`src/rtl/mem_access_pkg.sv`:
```
// Shared types and constants for the memory-access stage.
// Holds the one-hot opcode layout, exception bit indices, load/store funct3 codes,
// the stage FSM encoding and helpers for lane offset and misalignment detection.
package mem_access_pkg;

   // One-hot opcode vector from execute; only the bits this stage inspects are named.
   localparam int OPCODE_WIDTH = 11;
   localparam int OP_ALU       = 0;
   localparam int OP_LOAD      = 2;
   localparam int OP_STORE     = 3;

   // Exception vector layout; the two misalignment bits are raised by this stage.
   localparam int EXCEPTION_WIDTH       = 6;
   localparam int LOAD_ADDR_MISALIGNED  = 4;
   localparam int STORE_ADDR_MISALIGNED = 5;

   // Load/store funct3 codes. Bits [1:0] give the size, bit 2 selects zero extension.
   localparam logic [2:0] LB  = 3'b000;
   localparam logic [2:0] LH  = 3'b001;
   localparam logic [2:0] LW  = 3'b010;
   localparam logic [2:0] LBU = 3'b100;
   localparam logic [2:0] LHU = 3'b101;
   localparam logic [2:0] SB  = 3'b000;
   localparam logic [2:0] SH  = 3'b001;
   localparam logic [2:0] SW  = 3'b010;

   typedef enum logic {IDLE = 1'b0, BUSY = 1'b1} state_t;

   // Byte offset inside the word after dropping low bits that the access width ignores.
   function automatic logic [1:0] lane_offset(input logic [2:0] f3, input logic [1:0] a);
      case (f3[1:0])
         2'b00:   return a;
         2'b01:   return {a[1], 1'b0};
         default: return 2'b00;
      endcase
   endfunction

   function automatic logic is_misaligned(input logic [2:0] f3, input logic [1:0] a);
      case (f3[1:0])
         2'b00:   return 1'b0;
         2'b01:   return a[0];
         default: return (a != 2'b00);
      endcase
   endfunction

endpackage

```
`src/rtl/mem_access_if.sv`:
```
// Data-memory request/ack port of the memory-access stage.
// Ports: dmem_req/we/addr/wdata/sel driven by the stage (master), dmem_ack/rdata by memory.
// The request stays asserted with stable payload until a single-cycle ack.
interface mem_access_if #(
   parameter int DMEM_AW = 32
) ();
   logic               dmem_req;
   logic               dmem_we;
   logic [DMEM_AW-1:0] dmem_addr;
   logic [31:0]        dmem_wdata;
   logic [3:0]         dmem_sel;
   logic               dmem_ack;
   logic [31:0]        dmem_rdata;

   modport master (
      output dmem_req, dmem_we, dmem_addr, dmem_wdata, dmem_sel,
      input  dmem_ack, dmem_rdata
   );

   modport slave (
      input  dmem_req, dmem_we, dmem_addr, dmem_wdata, dmem_sel,
      output dmem_ack, dmem_rdata
   );
endinterface

```
`src/rtl/mem_access_lane_align.sv`:
```
// mem_lane_align: byte-lane steering for stores and extract/extend for loads; purely combinational.
// Ports: i_funct3/i_off select size and lane, i_rs2 store data, i_rdata load word;
// o_sel byte enables, o_wdata replicated store data, o_ldata extended load result.
module mem_lane_align
   import mem_access_pkg::*;
(
   input  logic [2:0]  i_funct3,
   input  logic [1:0]  i_off,
   input  logic [31:0] i_rs2,
   input  logic [31:0] i_rdata,
   output logic [3:0]  o_sel,
   output logic [31:0] o_wdata,
   output logic [31:0] o_ldata
);
   logic [7:0]  w_byte;
   logic [15:0] w_half;

   always_comb begin
      case (i_off)
         2'd0:    w_byte = i_rdata[7:0];
         2'd1:    w_byte = i_rdata[15:8];
         2'd2:    w_byte = i_rdata[23:16];
         default: w_byte = i_rdata[31:24];
      endcase
      w_half = i_off[1] ? i_rdata[31:16] : i_rdata[15:0];
   end

   always_comb begin
      o_sel   = 4'b1111;
      o_wdata = i_rs2;
      o_ldata = i_rdata;
      case (i_funct3)
         LB, LBU: begin
            o_sel   = 4'b0001 << i_off;
            o_wdata = {4{i_rs2[7:0]}};
            o_ldata = i_funct3[2] ? {24'd0, w_byte} : {{24{w_byte[7]}}, w_byte};
         end
         LH, LHU: begin
            o_sel   = 4'b0011 << {i_off[1], 1'b0};
            o_wdata = {2{i_rs2[15:0]}};
            o_ldata = i_funct3[2] ? {16'd0, w_half} : {{16{w_half[15]}}, w_half};
         end
         default: ;
      endcase
   end
endmodule

```
`src/rtl/mem_access.sv`:
```
// mem_access: pipeline stage between execute and writeback; loads/stores run one request/ack
// bus cycle, everything else passes through in one cycle. Optional macro MEM_MISALIGN_TRAP_EN
// traps misaligned accesses instead of forcing alignment. Ports: prev_* from execute, stage outputs
// to writeback, dmem interface (master), stall/flush/clk_en pipeline control.
module mem_access
   import mem_access_pkg::*;
#(
   parameter int DMEM_AW = 32
) (
   input  logic                       clk,
   input  logic                       rstn,
   input  logic [OPCODE_WIDTH-1:0]    prev_opcode_type,
   input  logic [2:0]                 prev_funct3,
   input  logic [31:0]                prev_alu_result,
   input  logic [31:0]                prev_rs2_data,
   input  logic [4:0]                 prev_rd,
   input  logic [31:0]                prev_rd_wdata,
   input  logic                       prev_rd_w_en,
   input  logic                       prev_rd_valid,
   input  logic [EXCEPTION_WIDTH-1:0] prev_exception,
   input  logic [31:0]                prev_pc,
   output logic [4:0]                 rd,
   output logic [31:0]                rd_wdata,
   output logic                       rd_w_en,
   output logic                       rd_valid,
   output logic [EXCEPTION_WIDTH-1:0] exception,
   output logic [OPCODE_WIDTH-1:0]    opcode_type,
   output logic [2:0]                 funct3,
   output logic [31:0]                pc,
   mem_access_if.master               dmem,
   input  logic                       prev_clk_en,
   output logic                       clk_en,
   input  logic                       prev_stall,
   output logic                       stall,
   input  logic                       prev_flush,
   output logic                       flush
);
   state_t                     r_state;
   logic [4:0]                 r_rd, r_l_rd;
   logic [31:0]                r_rd_wdata, r_l_rd_wdata, r_pc, r_l_pc, r_wdata;
   logic                       r_rd_w_en, r_l_rd_w_en, r_rd_valid, r_clk_en;
   logic [EXCEPTION_WIDTH-1:0] r_exception, r_l_exception;
   logic [OPCODE_WIDTH-1:0]    r_opcode_type, r_l_opcode_type;
   logic [2:0]                 r_funct3, r_l_funct3;
   logic [1:0]                 r_l_off;
   logic                       r_l_load, r_flushed, r_req, r_we;
   logic [DMEM_AW-1:0]         r_addr;
   logic [3:0]                 r_sel;

   logic                       w_is_load, w_is_store, w_is_mem, w_trap, w_enter, w_stall, w_busy;
   logic [2:0]                 w_f3;
   logic [1:0]                 w_off;
   logic [3:0]                 w_sel;
   logic [31:0]                w_wdata, w_ldata;
   logic [EXCEPTION_WIDTH-1:0] w_trap_exc;

   assign w_is_load  = prev_opcode_type[OP_LOAD];
   assign w_is_store = prev_opcode_type[OP_STORE];
   assign w_is_mem   = w_is_load | w_is_store;
   assign w_busy     = (r_state == BUSY);

`ifdef MEM_MISALIGN_TRAP_EN
   assign w_trap = w_is_mem & is_misaligned(prev_funct3, prev_alu_result[1:0]);
`else
   assign w_trap = 1'b0;
`endif

   always_comb begin
      w_trap_exc = '0;
      w_trap_exc[LOAD_ADDR_MISALIGNED]  = w_trap & ~w_is_store;
      w_trap_exc[STORE_ADDR_MISALIGNED] = w_trap & w_is_store;
   end

   // In IDLE the stage's own stall is just prev_stall, so gating entry on prev_stall
   // alone avoids a combinational loop through stall.
   assign w_enter = ~w_busy & prev_clk_en & ~prev_stall & ~prev_flush & w_is_mem & ~w_trap;
   assign w_stall = (w_busy & ~dmem.dmem_ack) | w_enter | prev_stall;
   assign stall   = w_stall;
   assign flush   = prev_flush;

   // One aligner serves both phases: store steering while IDLE, load extraction while BUSY.
   assign w_f3  = w_busy ? r_l_funct3 : prev_funct3;
   assign w_off = w_busy ? r_l_off : lane_offset(prev_funct3, prev_alu_result[1:0]);

   mem_lane_align u_align (
      .i_funct3 (w_f3),
      .i_off    (w_off),
      .i_rs2    (prev_rs2_data),
      .i_rdata  (dmem.dmem_rdata),
      .o_sel    (w_sel),
      .o_wdata  (w_wdata),
      .o_ldata  (w_ldata)
   );

   always_ff @(posedge clk or negedge rstn) begin
      if (!rstn) begin
         r_state <= IDLE;
         r_rd <= '0; r_rd_wdata <= '0; r_rd_w_en <= 1'b0; r_rd_valid <= 1'b0;
         r_exception <= '0; r_opcode_type <= '0; r_funct3 <= '0; r_pc <= '0; r_clk_en <= 1'b0;
         r_req <= 1'b0; r_we <= 1'b0; r_addr <= '0; r_sel <= '0; r_wdata <= '0;
         r_l_rd <= '0; r_l_rd_wdata <= '0; r_l_rd_w_en <= 1'b0; r_l_exception <= '0;
         r_l_opcode_type <= '0; r_l_funct3 <= '0; r_l_off <= '0; r_l_pc <= '0;
         r_l_load <= 1'b0; r_flushed <= 1'b0;
      end else begin
         case (r_state)
            IDLE: begin
               if (w_enter) begin
                  r_state         <= BUSY;
                  r_req           <= 1'b1;
                  r_we            <= w_is_store;
                  r_addr          <= DMEM_AW'({prev_alu_result[31:2], 2'b00});
                  r_sel           <= w_sel;
                  r_wdata         <= w_wdata;
                  r_l_opcode_type <= prev_opcode_type;
                  r_l_funct3      <= prev_funct3;
                  r_l_off         <= w_off;
                  r_l_rd          <= prev_rd;
                  r_l_rd_wdata    <= prev_rd_wdata;
                  r_l_rd_w_en     <= prev_rd_w_en & w_is_load;
                  r_l_exception   <= prev_exception;
                  r_l_pc          <= prev_pc;
                  r_l_load        <= w_is_load;
                  r_flushed       <= 1'b0;
                  r_clk_en        <= 1'b0;
               end else if (!w_stall) begin
                  r_clk_en <= prev_clk_en & ~prev_flush;
                  if (prev_clk_en) begin
                     r_rd          <= prev_rd;
                     r_rd_wdata    <= prev_rd_wdata;
                     r_rd_w_en     <= prev_rd_w_en & ~w_is_store & ~w_trap;
                     r_rd_valid    <= prev_rd_valid;
                     r_exception   <= prev_exception | w_trap_exc;
                     r_opcode_type <= prev_opcode_type;
                     r_funct3      <= prev_funct3;
                     r_pc          <= prev_pc;
                  end
               end
            end
            BUSY: begin
               // A flush mid-transaction lets the bus cycle finish but discards its result.
               if (prev_flush) r_flushed <= 1'b1;
               if (dmem.dmem_ack) begin
                  r_state       <= IDLE;
                  r_req         <= 1'b0;
                  r_clk_en      <= ~(r_flushed | prev_flush);
                  r_rd          <= r_l_rd;
                  r_rd_wdata    <= r_l_load ? w_ldata : r_l_rd_wdata;
                  r_rd_w_en     <= r_l_rd_w_en;
                  r_rd_valid    <= r_l_load;
                  r_exception   <= r_l_exception;
                  r_opcode_type <= r_l_opcode_type;
                  r_funct3      <= r_l_funct3;
                  r_pc          <= r_l_pc;
               end else if (!prev_stall) begin
                  r_clk_en <= 1'b0;
               end
            end
            default: r_state <= IDLE;
         endcase
      end
   end

   assign rd               = r_rd;
   assign rd_wdata         = r_rd_wdata;
   assign rd_w_en          = r_rd_w_en;
   assign rd_valid         = r_rd_valid;
   assign exception        = r_exception;
   assign opcode_type      = r_opcode_type;
   assign funct3           = r_funct3;
   assign pc               = r_pc;
   assign clk_en           = r_clk_en;
   assign dmem.dmem_req    = r_req;
   assign dmem.dmem_we     = r_we;
   assign dmem.dmem_addr   = r_addr;
   assign dmem.dmem_wdata  = r_wdata;
   assign dmem.dmem_sel    = r_sel;
endmodule

```
`src/flat_wrapper.sv`:
```
// flat-port wrapper written by rule: the top's interface ports become plain ports
module mem_access_flat import mem_access_pkg::*;
#(
   parameter int DMEM_AW = 32
)
  (clk, rstn, prev_opcode_type, prev_funct3, prev_alu_result, prev_rs2_data, prev_rd, prev_rd_wdata, prev_rd_w_en, prev_rd_valid, prev_exception, prev_pc, rd, rd_wdata, rd_w_en, rd_valid, exception, opcode_type, funct3, pc, prev_clk_en, clk_en, prev_stall, stall, prev_flush, flush, dmem_dmem_req, dmem_dmem_we, dmem_dmem_addr, dmem_dmem_wdata, dmem_dmem_sel, dmem_dmem_ack, dmem_dmem_rdata);
  mem_access_if #(.DMEM_AW(DMEM_AW)) dmem_i ();
  input  logic clk;
  input  logic rstn;
  input  logic [OPCODE_WIDTH-1:0] prev_opcode_type;
  input  logic [2:0] prev_funct3;
  input  logic [31:0] prev_alu_result;
  input  logic [31:0] prev_rs2_data;
  input  logic [4:0] prev_rd;
  input  logic [31:0] prev_rd_wdata;
  input  logic prev_rd_w_en;
  input  logic prev_rd_valid;
  input  logic [EXCEPTION_WIDTH-1:0] prev_exception;
  input  logic [31:0] prev_pc;
  output logic [4:0] rd;
  output logic [31:0] rd_wdata;
  output logic rd_w_en;
  output logic rd_valid;
  output logic [EXCEPTION_WIDTH-1:0] exception;
  output logic [OPCODE_WIDTH-1:0] opcode_type;
  output logic [2:0] funct3;
  output logic [31:0] pc;
  input  logic prev_clk_en;
  output logic clk_en;
  input  logic prev_stall;
  output logic stall;
  input  logic prev_flush;
  output logic flush;
  output wire logic [$bits(dmem_i.dmem_req)-1:0] dmem_dmem_req;
  output wire logic [$bits(dmem_i.dmem_we)-1:0] dmem_dmem_we;
  output wire logic [$bits(dmem_i.dmem_addr)-1:0] dmem_dmem_addr;
  output wire logic [$bits(dmem_i.dmem_wdata)-1:0] dmem_dmem_wdata;
  output wire logic [$bits(dmem_i.dmem_sel)-1:0] dmem_dmem_sel;
  input wire logic [$bits(dmem_i.dmem_ack)-1:0] dmem_dmem_ack;
  input wire logic [$bits(dmem_i.dmem_rdata)-1:0] dmem_dmem_rdata;
  assign dmem_dmem_req = dmem_i.dmem_req;
  assign dmem_dmem_we = dmem_i.dmem_we;
  assign dmem_dmem_addr = dmem_i.dmem_addr;
  assign dmem_dmem_wdata = dmem_i.dmem_wdata;
  assign dmem_dmem_sel = dmem_i.dmem_sel;
  assign dmem_i.dmem_ack = dmem_dmem_ack;
  assign dmem_i.dmem_rdata = dmem_dmem_rdata;
  mem_access #(.DMEM_AW(DMEM_AW)) u_core (.clk(clk), .rstn(rstn), .prev_opcode_type(prev_opcode_type), .prev_funct3(prev_funct3), .prev_alu_result(prev_alu_result), .prev_rs2_data(prev_rs2_data), .prev_rd(prev_rd), .prev_rd_wdata(prev_rd_wdata), .prev_rd_w_en(prev_rd_w_en), .prev_rd_valid(prev_rd_valid), .prev_exception(prev_exception), .prev_pc(prev_pc), .rd(rd), .rd_wdata(rd_wdata), .rd_w_en(rd_w_en), .rd_valid(rd_valid), .exception(exception), .opcode_type(opcode_type), .funct3(funct3), .pc(pc), .dmem(dmem_i), .prev_clk_en(prev_clk_en), .clk_en(clk_en), .prev_stall(prev_stall), .stall(stall), .prev_flush(prev_flush), .flush(flush));
endmodule
```
`config.mk`:
```
export PLATFORM = sky130hd
export DESIGN_NAME = mem_access_flat
export DESIGN_NICKNAME = d
export VERILOG_FILES = /design/src/rtl/mem_access_pkg.sv /design/src/rtl/mem_access_if.sv /design/src/rtl/mem_access_lane_align.sv /design/src/rtl/mem_access.sv /design/src/flat_wrapper.sv
export SDC_FILE = /design/constraint.sdc
export NUM_CORES = 1
export LEC_CHECK = 0
export BUFFER_PORTS_ARGS = -buffer_cell sky130_fd_sc_hd__buf_2
export CAP_MARGIN = 40
export CORE_MARGIN = 5
export CORE_UTILIZATION = 25
export CTS_BUF_LIST = sky130_fd_sc_hd__clkbuf_16
export CTS_CLUSTER_DIAMETER = 30
export DETAILED_ROUTE_END_ITERATION = 10
export PLACE_DENSITY = 0.54
export REMOVE_ABC_BUFFERS = 1
export SLEW_MARGIN = 40
export SYNTH_ARGS = -nofsm -noshare
export SYNTH_HDL_FRONTEND = slang
export SYNTH_SLANG_ARGS = --single-unit
```
`constraint.sdc`:
```
create_clock -name clk -period 6.45 [get_ports clk]
set_input_delay 0.9675 -clock clk [delete_from_list [all_inputs] [get_ports clk]]
set_output_delay 0.9675 -clock clk [all_outputs]
set_load 0.03 [all_outputs]
```
# After elaboration in Yosys (flattened, before gate mapping)
# Index checks and enable logic that the tools add are counted.
word_totals:
  reg_bits: 255
  latchBits: 0
  ram_bits: 0
  mem_bits_ro: 0
  input_bits: 193
  out_inout_bits: 164
  mem_count: 0
op_classes:
  add_sub_neg: 0
  multipliers: 0
  div_mod_pow: 0
  order_cmp: 0
  n_eq_ne: 14
  shifts: 2
  n_mux: 65
  n_bitwise: 18
  n_reduce_logical: 10
op_table:
  columns: ["cell", "count"]
  rows:
  - ["2-to-1 mux 32 bit", 11]
  - ["case mux 32 bit (2 select lines)", 4]
  - ["2-to-1 mux 11 bit", 4]
  - ["2-to-1 mux 6 bit", 4]
  - ["case mux 8 bit (3 select lines)", 1]
  - ["case mux 11 bit (2 select lines)", 1]
  - ["2-to-1 mux 5 bit", 4]
  - ["2-to-1 mux 1 bit", 18]
  - ["2-to-1 mux 16 bit", 1]
  - ["2-to-1 mux 3 bit", 5]
  - ["case mux 1 bit (2 select lines)", 6]
  - ["case mux 6 bit (2 select lines)", 1]
  - ["inequality test 2 bit (second input constant)", 5]
  - ["case mux 5 bit (2 select lines)", 1]
  - ["bitwise AND 1 bit", 8]
  - ["case mux 4 bit (2 select lines)", 1]
  - ["AND reduction 2 bit", 4]
  - ["equality test 3 bit (second input constant)", 2]
  - ["NOT 1 bit", 6]
  - ["case mux 3 bit (2 select lines)", 1]
  - ["equality test 2 x 1 -> 1 bit (second input constant)", 2]
  - ["zero test 2 bit", 2]
  - ["OR 1 bit", 4]
  - ["case mux 2 bit (2 select lines)", 1]
  - ["other kinds (11)", 12]

# Logic depth before layout (Yosys ltp)
depth:
  ltp_word: 10
  mapped_depth: 9

# By module
# Synthesis repeated with hierarchy kept, for this count alone.
unflattened:
  hier_cells: 914
  hier_area_um2: 12700.9
modules_own_cells:
  columns: ["mod", "instances", "cells_each", "area_each_um2", "seq_area_each_um2"]
  rows:
  - ["mem_access", 1, 733, 11338.4, 6331.1]
  - ["mem_lane_align", 1, 181, 1362.6, 0.0]

# Worst setup path after synthesis
# Ideal clock, no wire load.
synth_timing:
  path_type: "input to register"
  startpoint: "input prev_funct3[1]"
  endpoint: "register u_core.r_rd_wdata[21], in the netlist u_core.rd_wdata[21]"
  arrival_ns: 2.608
  required_time_ns: 6.298
  setup_slack_ns: 3.690
  cell_stages: 6
  n_path_buf: 1
  path_cell_list: "or4b_4 a2111oi_4 a31oi_4 a211oi_4 buf_8 a221oi_2"
synth_via:
  elab_chain_len: 10
  word_cells_on_any_way: 22
synth_lines:
  columns: ["item", "line", "source"]
  rows:
  - ["start: declaration", "flat_wrapper.sv:11", "input logic [2:0] prev_funct3;"]
  - ["equality test 2 x 1 -> 1 bit or zero test 2 bit (tied branches)", "mem_access_pkg.sv:31", "case (f3[1:0])"]
  - ["case mux 2 bit (2 select lines)", "mem_access_pkg.sv:31", null]
  - ["2-to-1 mux 2 bit", "mem_access.sv:83", "assign w_off = w_busy ? r_l_off : lane_offset(prev_funct3, prev_alu_result[1:0]);"]
  - ["equality test 2 bit, or another cell as far along", "mem_access_lane_align.sv:19", "case (i_off)"]
  - ["case mux 8 bit (3 select lines)", "mem_access_lane_align.sv:19", null]
  - ["2-to-1 mux 32 bit", "mem_access_lane_align.sv:36", "o_ldata = i_funct3[2] ? {24'd0, w_byte} : {{24{w_byte[7]}}, w_byte};"]
  - ["case mux 32 bit (2 select lines) *", "mem_access_lane_align.sv:32", "case (i_funct3)"]
  - ["2-to-1 mux 32 bit *", "mem_access.sv:147", "r_rd_wdata <= r_l_load ? w_ldata : r_l_rd_wdata;"]
  - ["2-to-1 mux 32 bit *", "mem_access.sv:142", "if (dmem.dmem_ack) begin"]
  - ["case mux 32 bit (2 select lines) *", "mem_access.sv:105", "case (r_state)"]
  - ["end signal: assignment", "mem_access.sv:129", "r_rd_wdata <= prev_rd_wdata;"]
  - ["end signal: assignment", "mem_access.sv:147", null]
  - ["end: declaration", "mem_access.sv:40", "logic [31:0] r_rd_wdata, r_l_rd_wdata, r_pc, r_l_pc, r_wdata;"]
# Mark *: on every way between the ends. The rest lies on a longest branch, timed or not. The select of a mux whose other input is x is not followed.
# A chain may end at the register's enable or synchronous reset.

# Worst setup path after layout
layout_timing:
  startpoint: "register u_core.r_state"
  endpoint: "output stall"
layout_via:
  elab_chain_len: 7
  word_cells_on_any_way: 8
layout_lines:
  columns: ["item", "line", "source"]
  rows:
  - ["start: declaration", "mem_access.sv:38", "state_t r_state;"]
  - ["start signal: assignment", "mem_access.sv:97", "r_state <= IDLE;"]
  - ["start signal: assignment", "mem_access.sv:108", "r_state <= BUSY;"]
  - ["start signal: assignment", "mem_access.sv:143", "r_state <= IDLE;"]
  - ["NOT 1 bit (no line)", null, null]
  - ["bitwise AND 1 bit (4 in a row)", "mem_access.sv:76", "assign w_enter = ~w_busy & prev_clk_en & ~prev_stall & ~prev_flush & w_is_mem & ~w_trap;"]
  - ["OR 1 bit * (2 in a row)", "mem_access.sv:77", "assign w_stall = (w_busy & ~dmem.dmem_ack) | w_enter | prev_stall;"]
  - ["end: declaration", "flat_wrapper.sv:31", "output logic stall;"]
# Mark *: on every way between the ends. The rest lies on a longest branch, timed or not.

==> reports/results.ini <==
[logic_synthesis]
netlist_area_um2=11700
avgSynthCellArea_um2=9.17
ys_ff_latch=253
synth_edf_count=0
synth_cell_type_count=55
yosys_most_used_dff=dfrtp_1
yosysWarnings=0
ys_seq_area_share_pct=54.3
syn_inst=1272
synthArstFlopShare_pct=100

[timing]
maxSlewViolCount=0
hold_slack_ns=0.321
setup_ws_ns=2.69
period_minus_slack_ns=3.76
rsz0062_at_grt=no
fmax_mhz=266
finalClockSkew_ns=0.0135
setup-violations-final=0
hold_viol=0
worst_slew_pin_slew_ns=0.772
relSlewSlack_pct=48.5
min_period_over_period_pct=58.4

[clock_tree]
cts-root-buf=clkbuf_16
cts_hold_buffers=0
clk_pin_slew_ns=0.04
htree_levels=3
cts_tree=done
clock-sinks=253
cts_inserted_buffers=74
cts_buffer_depth=3
cts_resized=0
post_cts_buffers=0
clk_latency_ns=0.59

[placed_design]
pre_cts_ws_ns=2.91
dpl.hpwl_mm=26.7
port_buffers=354
gp_congestion=0.800
post_dp_cell_area_um2=14000

[critical_path]
reg2regPathDepth=6
cp-end-kind=primary output
crit_fanout=37
slowest_stage=dfrtp_4
critical_path_class=reg -> out
regToRegEndpoint=u_core.rd[1]
slowest_delay_ns=0.65
critPathCapture=stall
crit_path_start=u_core.r_state
reg2reg_slack_ns=3.38
crit_arrival_ns=2.80
path_cells=nor3b_2 > nand2_4 > o21ai_0 > or2_2 > buf_2
worstSetupStartpointType=register
r2r-start=u_core.r_state
required_ns=5.48

[power]
p_per_area_nw_per_um2=449
leakage_uw=0.00839
ir_drop_mv=0.212

[grt]
grt-ovfl-total=0
grt_usage_pct=15.3
grt_pass1_vias=10925
grt_max_degree=134
antenna_found_initial=3
grt_pass1_wl_mm=62.1

[die]
coreArea_um2=46400
io-pin-count=357
fp-row-count=79
die_width_um=226
dieHeight_um=226
start_util_pct=25.1
dieArea_um2=51100

[run]
drv_cap=0

[final_layout]
final_cell_area_um2=16600
finalCoreUtilization_pct=35.9
area_growth_pct=42.7
drive_gt1_share_pct=30.4
fin_nets=1828

[route]
vias_per_cell=4.63
drt-wirelength-per-cell_um=17.5
drtIter0Drc=771
routed_wl_mm=40.3
firstDrtPassIters=5
drc=0
ant_nets=0
via_count=10670

[run_status]
outcome=complete, no violations

[worst_hold_path]
hp-class=in -> async

-- logic make-up after synthesis --
| logic type | Yosys count | synth area share (%) |
|---|---|---|
| simple gates | 582 | 19.8 |
| buf+inv | 105 | 3.87 |
| flops | 253 | 54.3 |
| mux | 89 | 7.68 |
| other cells | 1 | 0.0322 |
| compound gates | 242 | 14.3 |
-- worst min path at each step --
stage	from	endpoint	slack [ns]	cells after the start
floorplan	u_core.r_l_rd_w_en	u_core.r_l_rd_w_en	0.44	2
global placement	u_core.dmem.dmem_addr[17]	u_core.dmem.dmem_addr[17]	0.45	2
finish	rstn	u_core.r_l_rd_wdata[0]	0.32	1
detailed placement	u_core.dmem.dmem_wdata[7]	u_core.dmem.dmem_wdata[7]	0.46	2
global route	rstn	u_core.r_l_rd_wdata[0]	0.33	1
CTS	rstn	u_core.r_l_rd_wdata[0]	0.31	1
-- routing by layer --
layer / wire length, um / up-vias / track usage (%)
met1: 16800 / 5112 / 19.4
met5: 13 / - / 0
met4: 767 / 2 / 5.08
met2: 18800 / 436 / 24.5
met3: 3880 / 62 / 5.39
li1: - / 5058 / -
-- synth_stat cells (all sizes together) (3+ instances only) --
library cell    n  area (um2)
dfrtp         253        6330
nor3b           3        32.5
nand2         485        1820
a31oi          19         134
nor2           66         248
and2            5        31.3
o31ai          14         105
clkbuf         60         225
nand3           3        15.0
o22ai          25         156
o21ai          93         465
buf            28         163
inv            17        63.8
mux2i          88         885
a21oi          13        65.1
a221oi         25         282
a2bb2oi         7        61.3
a211oi          3        35.0
a221o           8        80.1
nand3b          3        22.5
a22oi          24         180
-- cells in the final DEF, fill, tap and decap left out, types with 24 or more instances in the layout --
cell and n:
o21ai_0 92, a22oi_1 24, clkbuf_16 74, buf_2 353, nand2_1 484, o22ai_1 25
inv_1 27, nor2_1 65, mux2i_1 86, dfrtp_1 252
-- where the power goes --
part / internal (uW) / switching, uW
combinational: 499 / 1120
sequential: 1970 / 231
clock: 2560 / 1100
-- registers in the layout, summed over array words and instances (netlist names), 3 cells and up --
| name | count |
|---|---|
| u_core.dmem.dmem_addr | 30 |
| u_core.dmem.dmem_sel | 4 |
| u_core.dmem.dmem_wdata | 32 |
| u_core.exception | 6 |
| u_core.funct3 | 3 |
| u_core.opcode_type | 11 |
| u_core.pc | 32 |
| u_core.r_l_exception | 6 |
| u_core.r_l_funct3 | 3 |
| u_core.r_l_opcode_type | 11 |
| u_core.r_l_pc | 32 |
| u_core.r_l_rd | 5 |
| u_core.r_l_rd_wdata | 32 |
| u_core.rd | 5 |
| u_core.rd_wdata | 32 |
-- layout make-up --
type | instances | area, um2
Sequential cell | 253 | 6330
Tap cell | 607 | 759
Clock inverter | 63 | 679
Inverter | 17 | 63.8
Timing Repair Buffer | 374 | 2000
Fill cell | 4726 | 29700
Antenna cell | 3 | 7.51
Clock buffer | 74 | 1850
Multi-Input combinational cell | 915 | 4940
-- critical path: cells and delay by family, from the launching register on --
kind                   cells  cell delay, ns
buffers and inverters      1            0.18
AOI/OAI and AO/OA          1            0.24
and+or+nand+nor            3            1.14
DFF                        1            0.65
-- per-stage QoR --
stage | instances | total power [uW] | TNS (ns)
finish | 2306 | 7480 | 0
global route | 2304 | 7840 | 0
CTS | 2301 | 7580 | 0
detailed placement | 2164 | 3850 | 0
global placement | 2161 | 3820 | 0
floorplan | 1185 | 3230 | -80.71
(Power assumes the default switching activity.)
